--- src/rtl/divider_pkg.sv ---
// Shared types for the restoring divider: FSM state encoding.
package divider_pkg;

  typedef enum logic [1:0] {
    IDLE = 2'd0,
    CALC = 2'd1,
    DONE = 2'd2
  } state_t;

endpackage

--- src/rtl/full_substractor_n_bits.sv ---
// Ripple-borrow unsigned subtractor: o_diff = i_a - i_b - i_bin, o_bout = final borrow.
module full_substractor_n_bits #(
  parameter int W = 5
) (
  input  logic [W-1:0] i_a,
  input  logic [W-1:0] i_b,
  input  logic         i_bin,
  output logic [W-1:0] o_diff,
  output logic         o_bout
);

  logic [W:0] w_borrow;

  assign w_borrow[0] = i_bin;

  for (genvar g = 0; g < W; g++) begin : g_bit
    assign o_diff[g]       = i_a[g] ^ i_b[g] ^ w_borrow[g];
    assign w_borrow[g + 1] = (~i_a[g] & i_b[g]) | (~(i_a[g] ^ i_b[g]) & w_borrow[g]);
  end

  assign o_bout = w_borrow[W];

endmodule

--- src/rtl/restoring_divider.sv ---
// Multi-cycle unsigned restoring divider: one quotient bit per clock, N clocks per division.
module restoring_divider
  import divider_pkg::*;
#(
  parameter int N = 4
) (
  input  logic         clk,
  input  logic         rst,
  input  logic         start,
  input  logic [N-1:0] dividend,
  input  logic [N-1:0] divisor,
  output logic         busy,
  output logic         done,
  output logic [N-1:0] quotient,
  output logic [N-1:0] remainder,
  output logic         div_by_zero
);

  localparam int CW = $clog2(N + 1);

  state_t        r_state;
  logic [CW-1:0] r_cnt;
  logic [N-1:0]  r_rem;
  logic [N-1:0]  r_quo;
  logic [N-1:0]  r_dvs;
  logic [N-1:0]  r_quotient;
  logic [N-1:0]  r_remainder;
  logic          r_dbz;

  logic [N:0]    w_shift_rem;
  logic [N-1:0]  w_shift_quo;
  logic [N:0]    w_trial;
  logic          w_borrow;
  logic          w_neg;
  logic [N-1:0]  w_next_rem;
  logic [N-1:0]  w_next_quo;

  // The shifted remainder keeps its carry-out bit so divisors above 2^(N-1) still divide correctly.
  assign w_shift_rem = {r_rem, r_quo[N-1]};
  assign w_shift_quo = {r_quo[N-2:0], 1'b0};

  full_substractor_n_bits #(
    .W(N + 1)
  ) u_trial_sub (
    .i_a   (w_shift_rem),
    .i_b   ({1'b0, r_dvs}),
    .i_bin (1'b0),
    .o_diff(w_trial),
    .o_bout(w_borrow)
  );

  // A non-negative trial is always below the divisor, so its top bit is zero unless it borrowed.
  assign w_neg      = w_borrow | w_trial[N];
  assign w_next_rem = w_neg ? w_shift_rem[N-1:0] : w_trial[N-1:0];
  assign w_next_quo = {w_shift_quo[N-1:1], ~w_neg};

  always_ff @(posedge clk or posedge rst) begin
    if (rst) begin
      r_state     <= IDLE;
      r_cnt       <= '0;
      r_rem       <= '0;
      r_quo       <= '0;
      r_dvs       <= '0;
      r_quotient  <= '0;
      r_remainder <= '0;
      r_dbz       <= 1'b0;
    end else begin
      case (r_state)
        IDLE, DONE: begin
          if (start) begin
            if (divisor == '0) begin
              r_state     <= DONE;
              r_quotient  <= '1;
              r_remainder <= dividend;
              r_dbz       <= 1'b1;
            end else begin
              r_state <= CALC;
              r_rem   <= '0;
              r_quo   <= dividend;
              r_dvs   <= divisor;
              r_cnt   <= CW'(N);
              r_dbz   <= 1'b0;
            end
          end else begin
            r_state <= IDLE;
          end
        end
        CALC: begin
          r_rem <= w_next_rem;
          r_quo <= w_next_quo;
          r_cnt <= r_cnt - CW'(1);
          if (r_cnt == CW'(1)) begin
            r_state     <= DONE;
            r_quotient  <= w_next_quo;
            r_remainder <= w_next_rem;
          end
        end
        default: r_state <= IDLE;
      endcase
    end
  end

  assign busy        = (r_state == CALC);
  assign done        = (r_state == DONE);
  assign quotient    = r_quotient;
  assign remainder   = r_remainder;
  assign div_by_zero = r_dbz;

endmodule

--- config.mk ---
export PLATFORM = sky130hd
export DESIGN_NAME = restoring_divider
export DESIGN_NICKNAME = d
export VERILOG_FILES = /design/src/rtl/divider_pkg.sv /design/src/rtl/full_substractor_n_bits.sv /design/src/rtl/restoring_divider.sv
export SDC_FILE = /design/constraint.sdc
export NUM_CORES = 1
export LEC_CHECK = 0
export CORE_MARGIN = 1
export CORE_UTILIZATION = 51
export CTS_CLUSTER_SIZE = 40
export DETAILED_ROUTE_END_ITERATION = 16
export PLACE_DENSITY = 0.79
export REMOVE_ABC_BUFFERS = 1
export SLEW_MARGIN = 10
export SYNTH_ARGS = -nofsm -noshare
export SYNTH_HDL_FRONTEND = slang
export SYNTH_SLANG_ARGS = --single-unit
--- constraint.sdc ---
create_clock -name clk -period 3.3 [get_ports clk]
set_input_delay 0.66 -clock clk [delete_from_list [all_inputs] [get_ports clk]]
set_output_delay 0.66 -clock clk [all_outputs]
set_load 0.05 [all_outputs]
==> run metrics, run 1 <==
period utilization=0.852; CTS clk-pin slew, worst paths=140 ps; # Post-CTS Setup Buffers=0; area of the die=0.00275 mm^2; r2r endpoint=remainder[1]; CP endpoint kind=output port; Synth Area per Inst=9.77 um^2; dpl ws=512 ps; P&R area growth vs syn=19.9%; dpl hpwl=2.00 mm; Final Skew=10.1 ps; critical path class=flip-flop to output port; RSZ-0062 raised after global routing=false; clock root buffer=clkbuf_4; run status=finished clean; CTS Sinks=26; Final setup viols=0; total gr overflow=0; origin of the critical flop-to-flop path=r_quo[3]; fmax=356 MHz; clk buf depth=2; Synth cell types=35; Critical Path Fanout Max=21; ANT nets after route=0; max-slew violations=0; vias in the first global route=1019; CTS buffer count=3; Final min period=2810 ps; Synth warnings=0; row count=17; sequential-to-total area share from yosys stat=0.501; post-cts sizing count=0; Pwr Total=1820 uW; hold_buf cts=0; Tightest Pin Transition=1010 ps; area of the core=0.00230 mm^2; FF/Latch Area=651 um^2; Post-Synthesis Cells=133; setup_tns=0 ps; Die X=52.5 um; worst-skew pair later-pin latency=310 ps; routed vias=1017; initial DRC count=27; Static Leak=0.000697 uW; Critical Path RT=2640 ps; Reg2Reg Depth=11; DRC viols=0; type of origin of the critical path=flip-flop; multi-input logic area=569 um^2; htree depth=1; Worst setup startpoint=r_state[0]; I/O Pins=22; initial antenna violation count=0; hold_sp=remainder[3]; peak supply drop=756 uV; fillers=193; layout cells sized above 1=0.0839; crit path DAT=2150 ps; initial core utilization=0.565; slew margin rel.=0.325; final WL=2.67 mm; largest net degree at the start of global routing=27; gpl congestion=0.935; Mapped Area=0.00130 mm^2; final worst slack=488 ps; wire per inst=14.6 um; worst reg-to-reg setup slack=490 ps; Die Y=52.5 um; Tot GR Track Use=0.235; most frequent cells in the layout=dfrtp_1 (26), nand2_1 (24), clkdlybuf4s50_1 (21); Diodes inserted=0; PortBufs=21; Layout Nets=173; Via-to-Cell Ratio=5.56; Min-Delay Endpoint=remainder[3]; commonest non-fill, non-tap cell in the layout=dfrtp_1; pwr/cell area=1170 mW/mm^2; Fin. Hold Viols=0; first-pass GRT wire length=4.66 mm; hold path depth=2; FF+latch count, synth=26; CTS tree=done; min-delay worst type=flip-flop to flip-flop; MaxCap Viol Count=0; Initial DRT Pass Iterations=5
registers in the layout (all words and copies together), names as in the netlist:
| register | count |
|---|---|
| quotient | 4 |
| r_quo | 4 |
| r_cnt | 3 |
| r_dvs | 4 |
| remainder | 4 |
| r_state | 2 |
| r_rem | 4 |
| div_by_zero | 1 |
area by class of cell:
cell class | instances | area share
inverters | 11 | 0.0265
repair buffers | 23 | 0.145
well taps | 28 | 0.0225
flip-flops and latches | 26 | 0.418
clock buffers | 4 | 0.0233
multi-input cells | 91 | 0.365
worst max-delay path, cell delays in order, from the launching register on:
cell and delay [ps]:
dfrtp_1 430, nand2b_1 90, buf_4 230, clkinv_1 300, clkdlybuf4s50_1 790
cells in the mapped netlist:
cell | instances | area [um^2]
dfrtp_1 | 26 | 651
nand2_1 | 24 | 90.1
nor2_1 | 12 | 45.0
inv_1 | 9 | 33.8
a21oi_1 | 8 | 40.0
o21ai_0 | 7 | 35.0
nor2b_1 | 4 | 25.0
a31oi_1 | 3 | 18.8
fa_1 | 3 | 60.1
ha_1 | 3 | 37.5
a22o_1 | 2 | 17.5
and2_1 | 2 | 12.5
and3_2 | 2 | 15.0
buf_6 | 2 | 22.5
clkbuf_1 | 2 | 7.51
mux2_2 | 2 | 22.5
nand3_1 | 2 | 10.0
o22ai_1 | 2 | 12.5
o311ai_0 | 2 | 17.5
a211oi_1 | 1 | 7.51
a21boi_2 | 1 | 11.3
a32o_1 | 1 | 10.0
and3_1 | 1 | 6.26
buf_4 | 1 | 7.51
clkinv_1 | 1 | 3.75
inv_2 | 1 | 3.75
mux2i_1 | 1 | 10.0
nand2b_1 | 1 | 6.26
nand4bb_1 | 1 | 11.3
nor4_1 | 1 | 6.26
o21ai_1 | 1 | 5.00
o31ai_1 | 1 | 7.51
or4_4 | 1 | 11.3
xnor2_1 | 1 | 8.76
xor2_1 | 1 | 8.76
logic make-up after synthesis:
logic type	Yosys count	share of synthesized area
AO/OA/AOI/OAI	29	0.141
multiplexers	3	0.0250
AND/OR/NAND/NOR	51	0.184
flip-flops	26	0.501
buffers and inverters	16	0.0607
XOR/XNOR	2	0.0135
adder cells (fa/ha/maj)	6	0.0751
through the flow:
step | hold WS, ps | std cells | util | instance area (um^2)
after floorplan | 470 | 128 | - | 1260
after global placement | 477 | 179 | 0.662 | 1520
after detailed placement | 493 | 179 | 0.662 | 1520
after CTS | 525 | 183 | 0.678 | 1560
after global routing | 559 | 183 | 0.678 | 1560
final | 514 | 183 | 0.678 | 1560
metal layers:
layer	up-vias	track usage	share of wire
li1	497	-	-
met1	469	0.322	0.44
met2	45	0.378	0.49
met3	6	0.0406	0.057
met4	0	0.0746	0.015
met5	-	0	0
report_power, final:
group,total (uW),internal [uW],switching (uW)
sequential,582,477,106
combinational,1080,410,667
clock,159,67.3,91.8
how the worst max path moves through the flow:
stage | endpoint | slack, ps | cells past startpoint
after floorplan | remainder[1] | 790 | 11
after detailed placement | remainder[1] | 510 | 11
after global routing | remainder[1] | 330 | 11
final | busy | 490 | 4
after CTS | busy | 480 | 4
after global placement | remainder[1] | 600 | 11
(Power assumes the default switching activity.)
==> inputs of run 2 (changes only) <==
--- a/config.mk
+++ b/config.mk
@@ -5,7 +5,7 @@
 export SDC_FILE = /design/constraint.sdc
 export NUM_CORES = 1
 export LEC_CHECK = 0
-export CORE_MARGIN = 1
+export CORE_MARGIN = 5
 export CORE_UTILIZATION = 51
 export CTS_CLUSTER_SIZE = 40
 export DETAILED_ROUTE_END_ITERATION = 16
==> run 2 against run 1 <==
Effect of this change:
- total power is 0.72% higher
- clock skew is 6.3 ps lower
- combinational power about the same
- via count decreased by 0.20%
- first-iteration DRC count rose by 130%
- design area increased by 0.16%
- final cell count rose by 1.1%
- clock power barely moved
- global-route usage down 5.7 points
- clock-buffer cell count did not move
- hold slack better by 3.8 ps
- critical endpoint unchanged
==> run metrics, run 2 (synthesis gave the netlist of run 1 again) <==
Critical Path Stages=4; Pwr Total=1830 uW; row count=18; period utilization=0.851; layout cells sized above 1=0.0839; Final Skew=3.78 ps; ANT nets after route=0; worst-skew pair later-pin latency=320 ps; clock root buffer=clkbuf_4; Clock power frac=0.087; most frequent cells in the layout=dfrtp_1 (26), nand2_1 (24), clkdlybuf4s50_1 (21); Final min period=2810 ps; critical path cell sequence=nand2b_1, buf_4, clkinv_1, clkdlybuf4s50_1; Flop pwr share=0.321; multi-input logic area=569 um^2; Initial DRT Pass Iterations=4; first-pass GRT wire length=4.81 mm; type of origin of the critical path=flip-flop; peak supply drop=858 uV; # Post-CTS Setup Buffers=0; Die Y=60.5 um; Placed Area=0.00152 mm^2; RSZ-0062 raised after global routing=false; Via-to-Cell Ratio=5.49; routed vias=1015; Layout Nets=173; Tightest Pin Transition=980 ps; min-delay worst type=flip-flop to flip-flop; area of the die=0.00366 mm^2; Static Leak=0.000697 uW; Comb pwr share=0.592; CP endpoint kind=output port; Critical Path Fanout Max=21; hold_buf cts=0; CTS Sinks=26; vias in the first global route=1077; crit path DAT=2150 ps; total gr overflow=0; initial antenna violation count=0; clk buf depth=2; Diodes inserted=0; commonest non-fill, non-tap cell in the layout=dfrtp_1; Worst path slowest cell=clkdlybuf4s50_1; max-slew violations=0; gpl congestion=0.868; DRC viols=0; Buf/Inv on CP=3; htree depth=1; switch share=0.478; PortBufs=21; worst reg-to-reg setup slack=510 ps; initial DRC count=61; fmax=356 MHz; CTS clk-pin slew, worst paths=130 ps; slew margin rel.=0.346; Final Core Density=0.636; post-route cell area=0.00156 mm^2; pwr/cell area=1170 mW/mm^2; max incr delay on CP=790 ps; Die X=60.5 um; fillers=204; setup_tns=0 ps; Pint=955 uW; Reg2Reg Depth=11; worst hold margin=518 ps; initial core utilization=0.529; hold path depth=2; P&R area growth vs syn=20.1%; CTS buffer count=3; Critical Path RT=2640 ps; MaxCap Viol Count=0; wire per inst=15.2 um; run status=finished clean; CTS tree=done; Final setup viols=0; I/O Pins=22; dpl hpwl=2.16 mm; Top delay family on crit path=buffers and inverters; post-cts sizing count=0; largest net degree at the start of global routing=27; Tot GR Track Use=0.179; P_sw=876 uW; area of the core=0.00245 mm^2; final WL=2.82 mm; critical path class=flip-flop to output port; Fin. Hold Viols=0; FF/Latch Area=651 um^2
-- run 2: cell counts in the layout (fill, tap and decap cells not counted) --
Identical to the previous run, type by type.
-- run 2: final cells by class --
class	count	share of cell area
clock buffers	4	0.0233
inverters	11	0.0265
multi-input cells	91	0.365
repair buffers	23	0.144
well taps	30	0.0241
flip-flops and latches	26	0.417
-- run 2: worst min-delay path: stages, from the launching register on --
cell	delay (ps)
dfrtp_1	380
nand2_1	50
o31ai_1	60
-- run 2: worst paths after layout --
path,startpoint,to
setup reg to reg,r_quo[3],remainder[1]
max in group asynchronous,rst,r_dvs[0]
setup / recovery,r_state[0],busy
min in group asynchronous,rst,quotient[3]
hold / removal,remainder[3],remainder[3]
hold reg to reg,remainder[3],remainder[3]
-- run 2: layer usage --
metal | GRT usage | vias up | routed length (um)
met5 | 0 | - | 0
met1 | 0.213 | 488 | 1160
met3 | 0.0404 | 6 | 169
met2 | 0.309 | 32 | 1420
met4 | 0.0805 | 0 | 65
li1 | - | 489 | -
-- run 2: stage by stage --
step,setup slack (ps),std cells
global placement,631,181
detailed placement,540,181
finish,493,185
CTS,484,185
global route,304,185
floorplan,785,128
-- run 2: power by group through the flow --
stage,registers [uW],clock network (uW),logic [uW]
2_1_floorplan,747,0,593
3_3_place_gp,581,0,1040
3_5_place_dp,593,0,1080
4_1_cts,587,164,1090
5_1_grt,609,176,1200
6_report,587,159,1080
